<file path="src/rtl/tictactoe_pkg.sv">
// Shared tic-tac-toe Q-learning definitions: Q-value type, action indexing and
// the max-Q search FSM encoding.
package tictactoe_pkg;

    localparam int Q_W   = 16;
    localparam int N_ACT = 9;
    localparam int IDX_W = 4;

    typedef logic signed [Q_W-1:0] q_t;
    typedef logic [IDX_W-1:0]      act_idx_t;

    localparam act_idx_t ACT_NONE = 4'hF;

    typedef enum logic [1:0] {
        ST_IDLE,
        ST_ISSUE,
        ST_DRAIN,
        ST_DONE
    } search_state_e;

    // Slot tag travelling alongside a Q-table read until its data returns.
    typedef struct packed {
        logic     legal;
        act_idx_t idx;
    } slot_tag_t;

endpackage

</file>
<file path="src/rtl/max_q_search_if.sv">
// Request/result and Q-table read signals of the max-Q search stage.
// master = requester plus Q-table, slave = the search block.
interface max_q_search_if #(
    parameter int AW = 14
);
    import tictactoe_pkg::*;

    logic             start;
    logic [AW-1:0]    state_base;
    logic [N_ACT-1:0] legal_mask;

    logic             rd_en;
    logic [AW-1:0]    rd_addr;
    q_t               rd_data;

    logic             busy;
    logic             done;
    q_t               max_Q;
    act_idx_t         best_action;
    logic             no_legal;

    modport master (
        output start, state_base, legal_mask, rd_data,
        input  rd_en, rd_addr, busy, done, max_Q, best_action, no_legal
    );

    modport slave (
        input  start, state_base, legal_mask, rd_data,
        output rd_en, rd_addr, busy, done, max_Q, best_action, no_legal
    );

endinterface

</file>
<file path="src/rtl/q_max_cmp.sv">
// Running-maximum decision: take the candidate when its slot is legal and it
// strictly beats the accumulator (signed), so ties keep the earlier index.
module q_max_cmp
    import tictactoe_pkg::*;
(
    input  q_t   cand_i,
    input  logic tag_legal_i,
    input  q_t   acc_i,
    input  logic acc_valid_i,
    output logic take_o
);

    assign take_o = tag_legal_i && (!acc_valid_i || (cand_i > acc_i));

endmodule

</file>
<file path="src/rtl/max_q_search.sv">
// Scans the N_ACT Q-table entries of one state through a 1-cycle-latency read
// port and reports the largest legal Q value and its action index.
module max_q_search
    import tictactoe_pkg::*;
#(
    parameter int AW = 14
) (
    input  logic          clk,
    input  logic          rst_n,
    max_q_search_if.slave bus
);

    search_state_e    state_q, state_d;
    act_idx_t         idx_q, idx_d;
    logic [AW-1:0]    base_q, base_d;
    logic [N_ACT-1:0] mask_q, mask_d;
    slot_tag_t        tag_q, tag_d;
    q_t               acc_q, acc_d;
    logic             acc_valid_q, acc_valid_d;
    act_idx_t         acc_idx_q, acc_idx_d;
    q_t               res_max_q, res_max_d;
    act_idx_t         res_best_q, res_best_d;
    logic             res_none_q, res_none_d;
    logic             take;

    q_max_cmp u_cmp (
        .cand_i      (bus.rd_data),
        .tag_legal_i (tag_q.legal),
        .acc_i       (acc_q),
        .acc_valid_i (acc_valid_q),
        .take_o      (take)
    );

    // NOTE: sequential state uses non-blocking assignments so every register
    // samples the pre-edge values regardless of process ordering.
    always_ff @(posedge clk) begin
        if (!rst_n) state_q <= ST_IDLE;
        else        state_q <= state_d;
    end

    // NOTE: every combinational output gets a default first so no path can
    // leave it unassigned and infer a latch.
    always_comb begin
        state_d = state_q;
        unique case (state_q)
            ST_IDLE:  if (bus.start) state_d = ST_ISSUE;
            ST_ISSUE: if (idx_q == act_idx_t'(N_ACT - 1)) state_d = ST_DRAIN;
            ST_DRAIN: state_d = ST_DONE;
            ST_DONE:  state_d = ST_IDLE;
            default:  state_d = ST_IDLE;
        endcase
    end

    always_comb begin
        bus.busy    = (state_q != ST_IDLE);
        bus.done    = (state_q == ST_DONE);
        bus.rd_en   = 1'b0;
        bus.rd_addr = '0;
        if (state_q == ST_ISSUE) begin
            bus.rd_en   = mask_q[idx_q];
            bus.rd_addr = base_q + AW'(idx_q);
        end
    end

    always_comb begin
        idx_d       = idx_q;
        base_d      = base_q;
        mask_d      = mask_q;
        tag_d       = '{legal: 1'b0, idx: '0};
        acc_d       = acc_q;
        acc_valid_d = acc_valid_q;
        acc_idx_d   = acc_idx_q;
        res_max_d   = res_max_q;
        res_best_d  = res_best_q;
        res_none_d  = res_none_q;

        if (state_q == ST_IDLE && bus.start) begin
            base_d      = bus.state_base;
            mask_d      = bus.legal_mask;
            idx_d       = '0;
            acc_d       = '0;
            acc_valid_d = 1'b0;
            acc_idx_d   = ACT_NONE;
        end

        if (state_q == ST_ISSUE) begin
            tag_d = '{legal: mask_q[idx_q], idx: idx_q};
            idx_d = idx_q + 4'd1;
        end

        if (take) begin
            acc_d       = bus.rd_data;
            acc_idx_d   = tag_q.idx;
            acc_valid_d = 1'b1;
        end

        // The last read lands in DRAIN, so the result registers load from the
        // next-state accumulator and are visible exactly in the DONE cycle.
        if (state_q == ST_DRAIN) begin
            res_max_d  = acc_valid_d ? acc_d : '0;
            res_best_d = acc_valid_d ? acc_idx_d : ACT_NONE;
            res_none_d = (mask_q == '0);
        end
    end

    always_ff @(posedge clk) begin
        if (!rst_n) begin
            idx_q       <= '0;
            base_q      <= '0;
            mask_q      <= '0;
            tag_q       <= '{legal: 1'b0, idx: '0};
            acc_q       <= '0;
            acc_valid_q <= 1'b0;
            acc_idx_q   <= ACT_NONE;
            res_max_q   <= '0;
            res_best_q  <= ACT_NONE;
            res_none_q  <= 1'b0;
        end else begin
            idx_q       <= idx_d;
            base_q      <= base_d;
            mask_q      <= mask_d;
            tag_q       <= tag_d;
            acc_q       <= acc_d;
            acc_valid_q <= acc_valid_d;
            acc_idx_q   <= acc_idx_d;
            res_max_q   <= res_max_d;
            res_best_q  <= res_best_d;
            res_none_q  <= res_none_d;
        end
    end

    assign bus.max_Q       = res_max_q;
    assign bus.best_action = res_best_q;
    assign bus.no_legal    = res_none_q;

endmodule

</file>
<file path="src/flat_wrapper.sv">
// flat-port wrapper written by rule: the top's interface ports become plain ports
module max_q_search_flat import tictactoe_pkg::*;
#(
    parameter int AW = 14
)
  (clk, rst_n, bus_start, bus_state_base, bus_legal_mask, bus_rd_data, bus_rd_en, bus_rd_addr, bus_busy, bus_done, bus_max_Q, bus_best_action, bus_no_legal);
  max_q_search_if #(.AW(AW)) bus_i ();
  input  logic clk;
  input  logic rst_n;
  input wire logic [$bits(bus_i.start)-1:0] bus_start;
  input wire logic [$bits(bus_i.state_base)-1:0] bus_state_base;
  input wire logic [$bits(bus_i.legal_mask)-1:0] bus_legal_mask;
  input wire logic [$bits(bus_i.rd_data)-1:0] bus_rd_data;
  output wire logic [$bits(bus_i.rd_en)-1:0] bus_rd_en;
  output wire logic [$bits(bus_i.rd_addr)-1:0] bus_rd_addr;
  output wire logic [$bits(bus_i.busy)-1:0] bus_busy;
  output wire logic [$bits(bus_i.done)-1:0] bus_done;
  output wire logic [$bits(bus_i.max_Q)-1:0] bus_max_Q;
  output wire logic [$bits(bus_i.best_action)-1:0] bus_best_action;
  output wire logic [$bits(bus_i.no_legal)-1:0] bus_no_legal;
  assign bus_i.start = bus_start;
  assign bus_i.state_base = bus_state_base;
  assign bus_i.legal_mask = bus_legal_mask;
  assign bus_i.rd_data = bus_rd_data;
  assign bus_rd_en = bus_i.rd_en;
  assign bus_rd_addr = bus_i.rd_addr;
  assign bus_busy = bus_i.busy;
  assign bus_done = bus_i.done;
  assign bus_max_Q = bus_i.max_Q;
  assign bus_best_action = bus_i.best_action;
  assign bus_no_legal = bus_i.no_legal;
  max_q_search #(.AW(AW)) u_core (.clk(clk), .rst_n(rst_n), .bus(bus_i));
endmodule
</file>
<file path="config.mk">
export PLATFORM = sky130hd
export DESIGN_NAME = max_q_search_flat
export DESIGN_NICKNAME = d
export VERILOG_FILES = /design/src/rtl/tictactoe_pkg.sv /design/src/rtl/max_q_search_if.sv /design/src/rtl/q_max_cmp.sv /design/src/rtl/max_q_search.sv /design/src/flat_wrapper.sv
export SDC_FILE = /design/constraint.sdc
export NUM_CORES = 1
export LEC_CHECK = 0
export BUFFER_PORTS_ARGS = -buffer_cell sky130_fd_sc_hd__buf_2
export CAP_MARGIN = 20
export CORE_MARGIN = 3
export CORE_UTILIZATION = 55
export DETAILED_ROUTE_END_ITERATION = 7
export GPL_TIMING_DRIVEN = 1
export PLACE_DENSITY = 0.88
export SYNTH_ARGS = -nofsm -noshare
export SYNTH_HDL_FRONTEND = slang
export SYNTH_SLANG_ARGS = --single-unit
</file>
<file path="constraint.sdc">
create_clock -name clk -period 3.54 [get_ports clk]
set_clock_uncertainty 0.05 [all_clocks]
set_input_delay 0.708 -clock clk [delete_from_list [all_inputs] [get_ports clk]]
set_output_delay 0.708 -clock clk [all_outputs]
set_load 0.05 [all_outputs]
</file>
Word level (Yosys, flattened, before mapping)
Index checks and enable logic that the tools add are counted.

cells by class
  add/sub/neg operators = 2
  $lt $le $gt $ge = 2
  equal/unequal tests = 6
  muxes and demuxes = 17
  reductions and logical operators = 10

operators with widths
  operator                                                                  number
  16-bit two-way mux                                                        3
  4-bit two-way mux                                                         5
  16-bit greater-than comparator                                            1
  14-bit by 4-bit adder with 14-bit output                                  1
  14-bit two-way mux                                                        1
  9-bit zero test                                                           1
  2-bit one-hot mux with 4 select lines                                     1
  4-bit by 5-bit < comparator with 1-bit output (second input constant)     1
  4-bit by 1-bit adder with 4-bit output (second input constant)            1
  1-bit binary-select mux with 4-bit select                                 1
  2-bit == test (second input constant)                                     2
  4-bit == test (second input constant)                                     1
  1-bit two-way mux                                                         4
  2-bit two-way mux                                                         2
  2-bit AND reduction                                                       2
  2-bit nonzero test                                                        2
  2-bit by 1-bit == test with 1-bit output (second input constant)          1
  1-bit logical AND                                                         2
  2-bit zero test                                                           1
  2-bit by 1-bit inequality test with 1-bit output (second input constant)  1
  2-bit inequality test (second input constant)                             1
  1-bit zero test                                                           1
  1-bit logical OR                                                          1

word-level totals
  flip-flop bits (word level) = 76
  input port bits = 42
  output and inout port bits = 38
  word-level logic and storage cells = 49

Logic depth before layout (Yosys ltp)
Gate-level depths: netlist of run 1.

  word-level depth = 5
  depth in mapped cells = 10
  gate-level depth less buffers = 8

Modules after synthesis
From an unflattened synthesis of run 1, not the netlist that was laid out.

second synthesis, totals
  cell total of the unflattened synthesis = 429
  area, all modules = 3694.8 µm²

by module, submodules not included
  module        instances  cells an instance  area an instance (µm²)  sequential area each (µm²)
  max_q_search  1          372                3251.9                  1521.5
  q_max_cmp     1          57                 442.9                   0.0

Worst setup path before layout of run 1
No wires, ideal clock.

  path type = reg2out
  from = reg u_core.idx_q[0]
  to = out bus_rd_addr[13]
  data arrival time = 2649 ps
  required time = 2782 ps
  setup slack = 133 ps
  cell stages (with the launch flop) = 8
  buffers on the path = 0
  cells stage by stage = dfxtp_1 > ha_1 > a21o_1 > a21o_1 > a21oi_1 > nand2b_1 > or3_1 > a21boi_0

between the ends
  longest elaborated chain between the ends = 2

ends and longest elaborated chain
  item                                      line                 text
  from (decl)                               max_q_search.sv:14   act_idx_t idx_q, idx_d;
  from (signal assigned)                    max_q_search.sv:119  idx_q <= idx_d;
  14-bit by 4-bit adder with 14-bit output  max_q_search.sv:61   bus.rd_addr = base_q + AW'(idx_q);
  14-bit two-way mux                        max_q_search.sv:59   if (state_q == ST_ISSUE) begin
  to (decl)                                 flat_wrapper.sv:15   output wire logic [$bits(bus_i.rd_addr)-1:0] bus_rd_addr;

No other way between the ends.

Final worst setup path of run 1
  from = reg u_core.idx_q[2]
  to = out bus_rd_addr[13]

The elaborated chain is that of the path after synthesis.

==> metrics.log, run 1 <==
INFO  metric outcome = finished clean
INFO  metric power = 0.00240 W
INFO  metric synth-seq-cells = 76
INFO  metric area_share_of_the_largest_cell_type_after_synthesis = 37.5%
INFO  metric die_area = 8450 um2
INFO  metric postSynthNetCount = 553
INFO  metric min_period_over_period = 90.2%
INFO  metric largest_net_degree_at_the_start_of_global_routing = 36
INFO  metric place.port_buffers = 79
INFO  metric synth-main-ff-cell = sky130_fd_sc_hd__dfxtp_1
INFO  metric seq_area_frac_synth = 37.5%
INFO  metric netSwitchingFraction = 36.7%
INFO  metric net-switching-power = 0.000881 W
INFO  metric die_height = 91.9 um
INFO  metric synth_top_cells_by_area = sky130_fd_sc_hd__dfxtp_1 (37%), sky130_fd_sc_hd__nand2_1 (8.9%), sky130_fd_sc_hd__ha_1 (8.3%)
INFO  metric num_vias = 3,803
INFO  metric post_route_cells_drive_above_1_share = 23.7%
INFO  metric power_leakage = 2.12 nW
INFO  metric clock_sink_count = 76
INFO  metric postRouteWirelength = 9.80 mm
INFO  metric dpl.hpwl = 7.16 mm
INFO  metric cell_variety_after_synth = 51
INFO  metric antenna_cells_inserted = 0
INFO  metric grt_pass1_vias = 3,682
INFO  metric placementRows = 30
INFO  metric flow.area_growth_from_synthesis = 17.2%
INFO  metric timing_hold_violations_final = 0
INFO  metric worstHoldPathCells = 2
INFO  metric crit_path_start_kind = register
INFO  metric max-vdd-ir-drop = 466 uV
INFO  metric synth_async_sr_flop_share = 0%
INFO  metric clock_latency = 360 ps
INFO  metric endpoint_kind = primary output
INFO  metric die_width = 91.9 um
INFO  metric cts_tree = done
INFO  metric worst-r2r-cell-count = 9
INFO  metric synth_edf_count = 0
INFO  metric wire_length_per_cell = 14.8 um
INFO  metric timing.final.ws_setup = 348 ps
INFO  metric area_share_of_xor_xnor_cells_in_the_synthesized_design = 2.16%
INFO  metric worstHoldEndpoint = u_core.bus.best_action[0]$_SDFFE_PN1P_
INFO  metric setup-tns-final = 0 ps
INFO  metric synthMuxAreaShare = 5.30%
INFO  metric crit-reg2reg-capture = u_core.acc_q[2]$_SDFF_PN0_
INFO  metric power_internal = 0.00152 W
INFO  metric clock_tree.htree_level_count = 3
INFO  metric relSlewSlack = 31.0%
INFO  metric core_region_area = 6980 um2
INFO  metric grt_first_pass_wirelength = 16.4 mm
INFO  metric syn_avg_cell_area = 8.40 um2
INFO  metric cts_hold_buffers = 0
INFO  metric cp_top_family = compound AO/OA/AOI/OAI gates
INFO  metric post_drt_via_cell_ratio = 5.74
INFO  metric final-max-slew-violation-count = 0
INFO  metric r2r_path_start = u_core.acc_q[15]$_SDFF_PN0_
INFO  metric crit_required = 2780 ps
INFO  metric postCtsSetupRepairBufs = 0
INFO  metric grt.total_usage = 23.7%
INFO  metric cts_buffer_depth = 2
INFO  metric floorplan.initialDensity = 58.1%
INFO  metric worst_slack_at_placement = 247 ps
INFO  metric num_io_pins = 80
INFO  metric netlist.top_cell.by_area = sky130_fd_sc_hd__dfxtp_1
INFO  metric maxCapViolations = 0
INFO  metric setup_viol = 0
INFO  metric timing.critical_path.cells = ha_1 > a21o_1 > a21oi_1 > nand2b_1 > o21ai_0 > a21boi_0 > buf_2
INFO  metric netlist_area = 4060 um2
INFO  metric finish.cell_count_without_fillers = 662
INFO  metric post-place-cells = 646
INFO  metric synth-adder-area-share = 8.82%
INFO  metric worstHoldStart = u_core.tag_q[0]$_SDFF_PN0_
INFO  metric period_minus_slack = 3190 ps
INFO  metric grt_remaining_overflow = 0
INFO  metric tightestPinTransition = 1030 ps
INFO  metric synth_compound_area_share = 17.7%
INFO  metric resized_after_cts = 0
INFO  metric synth-warning-count = 0
INFO  metric power.sequential.fraction = 41.9%
INFO  metric synth_top_family_by_area = simple AND/OR/NAND/NOR gates
INFO  metric cts_made_buffers = 9
INFO  metric rsz_0062_raised_after_global_routing = no
INFO  metric critical_path.slowest_cell = sky130_fd_sc_hd__dfxtp_1
INFO  metric share_clk_of_total_power = 27.1%
INFO  metric critPathMaxFanout = 9
INFO  metric cts.clk_slew.worst_paths = 70 ps
INFO  metric routabilityCongestion = 0.887
INFO  metric hold_path_class = reg2reg
INFO  metric combinational_group_share_of_total_power = 31.0%
INFO  metric drt_drc_violations_left = 0
INFO  metric drt-pass1-iter-count = 5
INFO  metric clock-root-buffer = sky130_fd_sc_hd__clkbuf_8
INFO  metric yosys.area_share.simple = 22.9%
INFO  metric synthCells = 483
INFO  metric finalCoreUtilization = 68.1%
INFO  metric max_stage_delay = 510 ps
INFO  metric drtIter0Drc = 277
INFO  metric cp.buffers_inverters = 1
INFO  metric cp_arrival = 2430 ps
INFO  metric ff2ff_setup_slack = 580 ps
INFO  metric nNetsFinal = 632
INFO  metric setup.worst_path.class = reg2out
INFO  metric power_density_cells = 505 nW/um2
INFO  metric grt_antenna_before_repair = 0
INFO  metric route.antenna.remaining_nets = 0
INFO  metric timing.fmax = 313 MHz
sequential cells by signal, indices dropped and copies added, names as in the netlist:
signal / count
u_core.tag_q: 5
u_core.acc_q: 16
u_core.bus.max_Q: 16
u_core.bus.best_action: 4
u_core.acc_valid_q: 1
u_core.acc_idx_q: 4
u_core.mask_q: 9
u_core.state_q: 2
u_core.idx_q: 4
u_core.base_q: 14
u_core.bus.no_legal: 1
power by group through the flow:
| stage | sequential [W] | combinational [W] | clock [W] |
|---|---|---|---|
| after floorplan | 0.00103 | 0.000545 | 0 |
| after global placement | 0.00102 | 0.000708 | 0 |
| after detailed placement | 0.00102 | 0.000737 | 0 |
| after CTS | 0.00100 | 0.000740 | 0.000661 |
| after global routing | 0.00102 | 0.000827 | 0.000695 |
| final | 0.00101 | 0.000744 | 0.000650 |
layout by cell type (no fill, tap or decap), types with 7 or more instances in the layout:
cell                       instances
sky130_fd_sc_hd__buf_4            14
sky130_fd_sc_hd__nand2_1          96
sky130_fd_sc_hd__mux2i_1          17
sky130_fd_sc_hd__buf_2            79
sky130_fd_sc_hd__clkbuf_8         10
sky130_fd_sc_hd__nand3_1          20
sky130_fd_sc_hd__o21ai_0          22
sky130_fd_sc_hd__xnor2_1           7
sky130_fd_sc_hd__inv_1            28
sky130_fd_sc_hd__ha_1             27
sky130_fd_sc_hd__nand4_1           8
sky130_fd_sc_hd__and2_1           15
sky130_fd_sc_hd__a21oi_1          42
sky130_fd_sc_hd__nor2_1           12
sky130_fd_sc_hd__a221o_2          14
sky130_fd_sc_hd__dfxtp_1          76
worst max path at each step:
stage                                  startpoint                     endpoint  slack (ps)  depth (start not counted)
finish               u_core.idx_q[2]$_SDFFE_PN0P_              bus_rd_addr[13]         350                          7
global route        u_core.base_q[1]$_SDFFE_PN0P_              bus_rd_addr[13]         130                          8
CTS                  u_core.idx_q[2]$_SDFFE_PN0P_               bus_rd_addr[9]         340                          7
detailed placement                bus_rd_data[11]   u_core.acc_q[2]$_SDFF_PN0_         250                          9
global placement                  bus_rd_data[13]  u_core.acc_q[15]$_SDFF_PN0_         350                          9
floorplan            u_core.idx_q[0]$_SDFFE_PN0P_              bus_rd_addr[13]         130                          7
cells in the mapped netlist, types with 3 or more instances:
cell / count
sky130_fd_sc_hd__a221o_2: 14
sky130_fd_sc_hd__nand4_1: 8
sky130_fd_sc_hd__and2_1: 15
sky130_fd_sc_hd__a21oi_1: 42
sky130_fd_sc_hd__and3_1: 6
sky130_fd_sc_hd__nand2_1: 96
sky130_fd_sc_hd__a211oi_1: 4
sky130_fd_sc_hd__o22ai_1: 4
sky130_fd_sc_hd__clkbuf_1: 18
sky130_fd_sc_hd__buf_6: 3
sky130_fd_sc_hd__buf_2: 4
sky130_fd_sc_hd__xor2_1: 3
sky130_fd_sc_hd__xnor2_1: 7
sky130_fd_sc_hd__a311oi_1: 3
sky130_fd_sc_hd__mux2i_1: 17
sky130_fd_sc_hd__ha_1: 27
sky130_fd_sc_hd__a21o_1: 4
sky130_fd_sc_hd__nor3_1: 5
sky130_fd_sc_hd__o21ai_0: 22
sky130_fd_sc_hd__nand2b_1: 6
sky130_fd_sc_hd__dfxtp_1: 76
sky130_fd_sc_hd__nor4_1: 5
sky130_fd_sc_hd__nor2_1: 12
sky130_fd_sc_hd__nand3_1: 20
sky130_fd_sc_hd__inv_1: 28
cell families (layout without fill, tap and decap cells):
group,Yosys count,in the layout
buf+inv,54,137
mux,19,19
xor+xnor,10,10
fa+ha+maj,28,28
simple gates,189,189
flops,76,76
compound gates,107,107
worst register-to-register path, stage by stage, from the launching register on:
cell                      delay (ps)
sky130_fd_sc_hd__dfxtp_1         370
sky130_fd_sc_hd__inv_1            80
sky130_fd_sc_hd__ha_1            350
sky130_fd_sc_hd__nand2_1          90
sky130_fd_sc_hd__or4b_4          510
sky130_fd_sc_hd__or3_4           420
sky130_fd_sc_hd__nand4_1         190
sky130_fd_sc_hd__nand3_1         320
sky130_fd_sc_hd__buf_4           300
sky130_fd_sc_hd__mux2i_1         190
layout make-up:
class                      count  area, um2
clock buffer                  11        141
clock inverter                 4       50.0
fill                         573       2220
inverter                      28        105
multi-input combinational    353       2310
sequential                    76       1520
tap                           96        120
timing repair buffer          94        512
per-stage QoR:
step / hold slack, ps / cell area, um2
3_3_place_gp: 401 / 4550
4_1_cts: 413 / 4750
5_1_grt: 427 / 4760
6_report: 412 / 4760
3_5_place_dp: 402 / 4550
2_1_floorplan: 381 / 4060
layer usage:
| layer | vias to the layer above | share of wire [%] | track usage, % |
|---|---|---|---|
| met5 | - | 0 | 0 |
| met4 | 0 | 1.7 | 8.42 |
| met3 | 20 | 6.7 | 6.32 |
| met2 | 123 | 51 | 41.2 |
| met1 | 1793 | 41 | 27.9 |
| li1 | 1867 | - | - |
(Power assumes the default switching activity.)
==> run 2: changes to the inputs <==
--- a/config.mk
+++ b/config.mk
@@ -8,10 +8,10 @@
 export BUFFER_PORTS_ARGS = -buffer_cell sky130_fd_sc_hd__buf_2
 export CAP_MARGIN = 20
 export CORE_MARGIN = 3
-export CORE_UTILIZATION = 55
+export CORE_UTILIZATION = 50
 export DETAILED_ROUTE_END_ITERATION = 7
 export GPL_TIMING_DRIVEN = 1
-export PLACE_DENSITY = 0.88
+export PLACE_DENSITY = 0.84
 export SYNTH_ARGS = -nofsm -noshare
 export SYNTH_HDL_FRONTEND = slang
 export SYNTH_SLANG_ARGS = --single-unit
==> constraint.sdc (replaced) <==
create_clock -name clk -period 2.6 [get_ports clk]
set_clock_uncertainty 0.05 [all_clocks]
set_input_delay 0.52 -clock clk [delete_from_list [all_inputs] [get_ports clk]]
set_output_delay 0.52 -clock clk [all_outputs]
set_load 0.05 [all_outputs]
==> metrics.log, run 2 (synthesis gave the netlist of run 1 again) <==
INFO  metric postRouteWirelength = 11.3 mm (was 9.80 mm)
INFO  metric drt-pass1-iter-count = 5 (unchanged)
INFO  metric timing.fmax = 363 MHz
INFO  metric rsz_0062_raised_after_global_routing = yes (was no)
INFO  metric cts_tree = done (unchanged)
INFO  metric setup-tns-final = -919 ps (was 0 ps)
INFO  metric cts_buffer_depth = 2 (unchanged)
INFO  metric relSlewSlack = 68.9% (was 31.0%)
INFO  metric post-place-cells = 697 (was 646)
INFO  metric grt_first_pass_wirelength = 17.9 mm (was 16.4 mm)
INFO  metric floorplan.initialDensity = 52.0% (was 58.1%)
INFO  metric crit_path_start_kind = register (unchanged)
INFO  metric die_width = 96.1 um (was 91.9 um)
INFO  metric num_io_pins = 80 (unchanged)
INFO  metric routabilityCongestion = 0.829 (was 0.887)
INFO  metric cts_hold_buffers = 0 (unchanged)
INFO  metric cts.clk_slew.worst_paths = 90 ps (was 70 ps)
INFO  metric wire_length_per_cell = 15.7 um (was 14.8 um)
INFO  metric tightestPinTransition = 465 ps (was 1030 ps)
INFO  metric setup.worst_path.class = reg2out (unchanged)
INFO  metric largest_net_degree_at_the_start_of_global_routing = 33 (was 36)
INFO  metric clock_tree.htree_level_count = 3 (unchanged)
INFO  metric timing_hold_violations_final = 0 (unchanged)
INFO  metric post_drt_via_cell_ratio = 5.64 (was 5.74)
INFO  metric layout.cells.most_common = sky130_fd_sc_hd__nand2_1 (unchanged)
INFO  metric crit_required = 2030 ps (was 2780 ps)
INFO  metric combinational_group_share_of_total_power = 33.3% (was 31.0%)
INFO  metric failed_checks = setup timing
INFO  metric finalCoreUtilization = 70.9% (was 68.1%)
INFO  metric place.port_buffers = 79 (unchanged)
INFO  metric power_internal = 0.00225 W (was 0.00152 W)
INFO  metric period_minus_slack = 2760 ps
INFO  metric max-vdd-ir-drop = 471 uV (was 466 uV)
INFO  metric cts_made_buffers = 9 (unchanged)
INFO  metric post_route_cells_drive_above_1_share = 38.4% (was 23.7%)
INFO  metric ff2ff_setup_slack = -20 ps (was 580 ps)
INFO  metric die_area = 9240 um2 (was 8450 um2)
INFO  metric grt_remaining_overflow = 0 (unchanged)
INFO  metric power_density_cells = 641 nW/um2 (was 505 nW/um2)
INFO  metric dpl.hpwl = 7.77 mm (was 7.16 mm)
INFO  metric nNetsFinal = 682 (was 632)
INFO  metric antenna_cells_inserted = 0 (unchanged)
INFO  metric critPathMaxFanout = 5 (was 9)
INFO  metric drt_drc_violations_left = 0 (unchanged)
INFO  metric clock_sink_count = 76 (unchanged)
INFO  metric core_region_area = 7810 um2 (was 6980 um2)
INFO  metric setup_viol = 9 (was 0)
INFO  metric num_vias = 4,055 (was 3,803)
INFO  metric grt_antenna_before_repair = 0 (unchanged)
INFO  metric flow.area_growth_from_synthesis = 36.4% (was 17.2%)
INFO  metric power_leakage = 2.44 nW (was 2.12 nW)
INFO  metric grt.total_usage = 24.6% (was 23.7%)
INFO  metric count_of_filler_cells_inserted_in_the_layout = 592 (was 573)
INFO  metric placementRows = 32 (was 30)
INFO  metric cp_arrival = 2190 ps (was 2430 ps)
INFO  metric finish.cell_count_without_fillers = 719 (was 662)
INFO  metric net-switching-power = 0.00130 W (was 0.000881 W)
INFO  metric die_height = 96.1 um (was 91.9 um)
INFO  metric worst-r2r-cell-count = 9 (unchanged)
INFO  metric netSwitchingFraction = 36.5% (was 36.7%)
INFO  metric clock-root-buffer = sky130_fd_sc_hd__clkbuf_8 (unchanged)
INFO  metric power.sequential.fraction = 39.0% (was 41.9%)
INFO  metric final-max-slew-violation-count = 0 (unchanged)
INFO  metric share_clk_of_total_power = 27.7% (was 27.1%)
INFO  metric route.antenna.remaining_nets = 0 (unchanged)
INFO  metric worstHoldPathCells = 3 (was 2)
INFO  metric endpoint_kind = primary output (unchanged)
INFO  metric outcome = complete, but fails checks (was finished clean)
INFO  metric maxCapViolations = 0 (unchanged)
INFO  metric timing.final.ws_setup = -156 ps (was 348 ps)
INFO  metric worst_slack_at_placement = -338 ps (was 247 ps)
INFO  metric leading_cell_types_in_the_layout_fill_and_taps_excluded = sky130_fd_sc_hd__nand2_1 (93), sky130_fd_sc_hd__buf_2 (67), sky130_fd_sc_hd__dfxtp_1 (64) (was sky130_fd_sc_hd__nand2_1 (96), sky130_fd_sc_hd__buf_2 (79), sky130_fd_sc_hd__dfxtp_1 (76))
INFO  metric min_period_over_period = 106%
INFO  metric grt_pass1_vias = 3,911 (was 3,682)
INFO  metric hold_path_class = in2reg (was reg2reg)
INFO  metric drtIter0Drc = 231 (was 277)
INFO  metric clock_latency = 350 ps (was 360 ps)
[run 2: cell count changes in the layout (fill, tap and decap cells not counted), sizes merged]
cell | previous run | this run
clkinv | 1 | 4
clkinvlp | 2 | 1
bufinv | 1 | 2
clkbuf | 11 | 9
buf | 94 | 144
[run 2: through the flow]
stage	cell area (um2)	hold slack (ps)	total power [W]
after floorplan	4160	381	0.00216
after global placement	4990	397	0.00243
after detailed placement	5000	399	0.00249
after CTS	5430	337	0.00353
after global routing	5540	342	0.00374
final	5540	347	0.00355
[run 2: layout make-up]
cell class | count | area (um2) | share of cell area [%]
Timing Repair Buffer | 144 | 985 | 17.8
Tap cell | 102 | 128 | 2.31
Multi-Input combinational cell | 353 | 2560 | 46.3
Sequential cell | 76 | 1540 | 27.8
Clock inverter | 7 | 91.3 | 1.65
Clock buffer | 9 | 124 | 2.24
Inverter | 28 | 105 | 1.90
[run 2: what timing repair did]
action                                 in CTS  in global routing
endpoints found under the hold margin       0                  0
setup buffers                               5                  0
setup endpoints to repair                  46                 56
cloned                                      1                  0
pin swaps                                  15                  7
gates resized for setup                    46                 39
[run 2: worst paths after layout]
kind / from / end
setup / recovery: u_core.idx_q[0]$_SDFFE_PN0P_ / bus_rd_addr[4]
hold / removal: bus_state_base[10] / u_core.base_q[10]$_SDFFE_PN0P_
setup reg to reg: u_core.acc_q[14]$_SDFF_PN0_ / u_core.acc_idx_q[1]$_SDFF_PN1_
hold reg to reg: u_core.tag_q[0]$_SDFF_PN0_ / u_core.bus.best_action[0]$_SDFFE_PN1P_
[run 2: critical path, stage by stage (launching register included)]
cell	delay, ps
sky130_fd_sc_hd__dfxtp_2	340
sky130_fd_sc_hd__ha_4	160
sky130_fd_sc_hd__fa_2	360
sky130_fd_sc_hd__a21o_1	180
sky130_fd_sc_hd__a21oi_2	160
sky130_fd_sc_hd__nor2b_2	90
sky130_fd_sc_hd__buf_4	140
sky130_fd_sc_hd__nor3b_4	200
sky130_fd_sc_hd__buf_6	190
[run 2: power groups by stage]
| stage | combinational [W] | clock [W] | sequential [W] |
|---|---|---|---|
| floorplan | 0.000758 | 0 | 0.00140 |
| detailed placement | 0.00110 | 0 | 0.00139 |
| CTS | 0.00116 | 0.000992 | 0.00138 |
| global route | 0.00130 | 0.00104 | 0.00140 |
| global placement | 0.00105 | 0 | 0.00139 |
| finish | 0.00118 | 0.000983 | 0.00138 |
[run 2: routing by layer]
metal / up-vias / global-route usage (%) / part of all wire [%]
met2: 156 / 45.3 / 53
li1: 1966 / - / -
met5: - / 0 / 0
met1: 1916 / 28.4 / 39
met4: 0 / 5.92 / 1.3
met3: 17 / 5.79 / 6.7
==> run 3: changes to the inputs <==
--- a/config.mk
+++ b/config.mk
@@ -12,6 +12,7 @@
 export DETAILED_ROUTE_END_ITERATION = 7
 export GPL_TIMING_DRIVEN = 1
 export PLACE_DENSITY = 0.84
+export REMOVE_ABC_BUFFERS = 1
 export SYNTH_ARGS = -nofsm -noshare
 export SYNTH_HDL_FRONTEND = slang
 export SYNTH_SLANG_ARGS = --single-unit
==> metrics.log, run 3 (synthesis gave the netlist of run 1 again) <==
INFO  metric die_height = 96.1 um (unchanged)
INFO  metric failed_checks = setup timing (unchanged)
INFO  metric drt_drc_violations_left = 0 (unchanged)
INFO  metric routed-wl-met2 = 6.66 mm (was 5.95 mm)
INFO  metric setup.worst_path.start = u_core.idx_q[0]$_SDFFE_PN0P_ (unchanged)
INFO  metric routed-wl-met3 = 865 um (was 758 um)
INFO  metric grt.total_usage = 25.3% (was 24.6%)
INFO  metric wire_length_per_cell = 18.0 um (was 15.7 um)
INFO  metric die_area = 9240 um2 (unchanged)
INFO  metric antenna_cells_inserted = 0 (unchanged)
INFO  metric route.antenna.remaining_nets = 0 (unchanged)
INFO  metric setup.worst_path.class = reg2out (unchanged)
INFO  metric r2r_path_start = u_core.acc_q[9]$_SDFF_PN0_ (was u_core.acc_q[14]$_SDFF_PN0_)
INFO  metric power_leakage = 2.47 nW (was 2.44 nW)
INFO  metric final-max-slew-violation-count = 0 (unchanged)
INFO  metric grt_remaining_overflow = 0 (unchanged)
INFO  metric cts_tree = done (unchanged)
INFO  metric crit_path_start_kind = register (unchanged)
INFO  metric nNetsFinal = 679 (was 682)
INFO  metric cts.clk_slew.worst_paths = 90 ps (about the same)
INFO  metric relSlewSlack = 22.3% (was 68.9%)
INFO  metric clock_tree.htree_level_count = 3 (unchanged)
INFO  metric leading_cell_types_in_the_layout_fill_and_taps_excluded = sky130_fd_sc_hd__nand2_1 (92), sky130_fd_sc_hd__buf_2 (66), sky130_fd_sc_hd__dfxtp_1 (61) (was sky130_fd_sc_hd__nand2_1 (93), sky130_fd_sc_hd__buf_2 (67), sky130_fd_sc_hd__dfxtp_1 (64))
INFO  metric maxCapViolations = 0 (unchanged)
INFO  metric routabilityCongestion = 0.860 (was 0.829)
INFO  metric drt-pass1-iter-count = 5 (unchanged)
INFO  metric clock-root-buffer = sky130_fd_sc_hd__clkbuf_8 (unchanged)
INFO  metric grt_pass1_vias = 3,981 (was 3,911)
INFO  metric cts_made_buffers = 9 (unchanged)
INFO  metric core_region_area = 7810 um2 (unchanged)
INFO  metric setup-tns-final = -2150 ps (was -919 ps)
INFO  metric clock_latency = 360 ps (was 350 ps)
INFO  metric hold_path_class = in2reg (unchanged)
INFO  metric die_width = 96.1 um (unchanged)
INFO  metric num_io_pins = 80 (unchanged)
INFO  metric tightestPinTransition = 1160 ps (was 465 ps)
INFO  metric worstHoldStart = bus_state_base[12] (was bus_state_base[10])
INFO  metric placementRows = 32 (unchanged)
INFO  metric crit_required = 2030 ps (about the same)
INFO  metric cp_arrival = 2290 ps (was 2190 ps)
INFO  metric min_period_over_period = 110% (was 106%)
INFO  metric layout.cells.most_common = sky130_fd_sc_hd__nand2_1 (unchanged)
INFO  metric detail_route.wirelength.met1 = 4.80 mm (was 4.43 mm)
INFO  metric place.port_buffers = 79 (unchanged)
INFO  metric finalCoreUtilization = 71.7% (was 70.9%)
INFO  metric largest_net_degree_at_the_start_of_global_routing = 32 (was 33)
INFO  metric critPathMaxFanout = 5 (unchanged)
INFO  metric outcome = complete, but fails checks (unchanged)
INFO  metric floorplan.initialDensity = 52.0% (unchanged)
INFO  metric power_density_cells = 668 nW/um2 (was 641 nW/um2)
INFO  metric timing.fmax = 350 MHz (was 363 MHz)
INFO  metric count_of_filler_cells_inserted_in_the_layout = 561 (was 592)
INFO  metric flow.area_growth_from_synthesis = 37.9% (was 36.4%)
INFO  metric drtIter0Drc = 285 (was 231)
INFO  metric rsz_0062_raised_after_global_routing = yes (unchanged)
INFO  metric post_drt_via_cell_ratio = 5.88 (was 5.64)
INFO  metric dpl.hpwl = 7.97 mm (was 7.77 mm)
INFO  metric cts_hold_buffers = 0 (unchanged)
INFO  metric clock_sink_count = 76 (unchanged)
INFO  metric setup_viol = 17 (was 9)
INFO  metric cts_buffer_depth = 2 (unchanged)
INFO  metric grt_antenna_before_repair = 0 (unchanged)
INFO  metric endpoint_kind = primary output (unchanged)
INFO  metric top_layer_used = met4 (unchanged)
INFO  metric timing.final.ws_setup = -256 ps (was -156 ps)
INFO  metric post_route_cells_drive_above_1_share = 38.6% (was 38.4%)
INFO  metric timing_hold_violations_final = 0 (unchanged)
INFO  metric grt_first_pass_wirelength = 18.2 mm (was 17.9 mm)
INFO  metric max-vdd-ir-drop = 455 uV (was 471 uV)
INFO  metric postRouteWirelength = 12.9 mm (was 11.3 mm)
INFO  metric period_minus_slack = 2860 ps (was 2760 ps)
INFO  metric num_vias = 4,211 (was 4,055)
run 3: area by class of cell:
type                            count  area [um2]  area share, %
Tap cell                          102         128           2.28
Inverter                           28         105           1.88
Clock inverter                      4        95.1           1.70
Sequential cell                    76        1550           27.6
Clock buffer                       12         155           2.77
Multi-Input combinational cell    353        2570           46.0
Timing Repair Buffer              141         995           17.8
run 3: per-stage QoR:
step / setup WS (ps) / std cells / hold WS (ps) / instance area [um2] / power, W
3_5_place_dp: -375 / 691 / 401 / 4850 / 0.00246
4_1_cts: -165 / 711 / 334 / 5310 / 0.00364
3_3_place_gp: -267 / 691 / 400 / 4850 / 0.00241
2_1_floorplan: -629 / 457 / 381 / 3930 / 0.00208
6_report: -256 / 716 / 339 / 5600 / 0.00374
5_1_grt: -337 / 716 / 329 / 5600 / 0.00391
run 3: report_power, final:
group / total, W / leakage, nW / switching (W) / internal, W
Combinational: 0.00121 / 1.72 / 0.000769 / 0.000440
Clock: 0.00114 / 0.127 / 0.000447 / 0.000690
Sequential: 0.00139 / 0.624 / 0.000111 / 0.00128
run 3: metal layers:
metal | track usage [%] | up-vias
met2 | 44.9 | 199
met4 | 12.7 | 0
met3 | 4.77 | 53
met1 | 28.7 | 2002
met5 | 0 | -
li1 | - | 1957
run 3: final timing paths:
kind,end,slack [ps],cells after the start
worst max-delay path,bus_rd_addr[12],-260,9
worst min-delay path,u_core.base_q[12]$_SDFFE_PN0P_,340,3
worst max register to register,u_core.bus.max_Q[11]$_SDFFE_PN0P_,-70,11
worst min register to register,u_core.base_q[3]$_SDFFE_PN0P_,420,2
run 3: critical path: stages (launching register included):
cell and delay (ps):
sky130_fd_sc_hd__dfxtp_4 360, sky130_fd_sc_hd__ha_4 160, sky130_fd_sc_hd__fa_2 340, sky130_fd_sc_hd__a21o_1 180, sky130_fd_sc_hd__a21oi_2 230, sky130_fd_sc_hd__nor2b_4 90, sky130_fd_sc_hd__nand4_1 120, sky130_fd_sc_hd__xnor2_1 130
sky130_fd_sc_hd__and2_1 170, sky130_fd_sc_hd__buf_6 160
run 3: what timing repair did:
action	CTS	global route
endpoints found under the setup margin	47	51
endpoints found under the hold margin	0	0
pin swaps	20	24
gates resized for setup	53	54
gates cloned	0	1
setup buffers	4	4
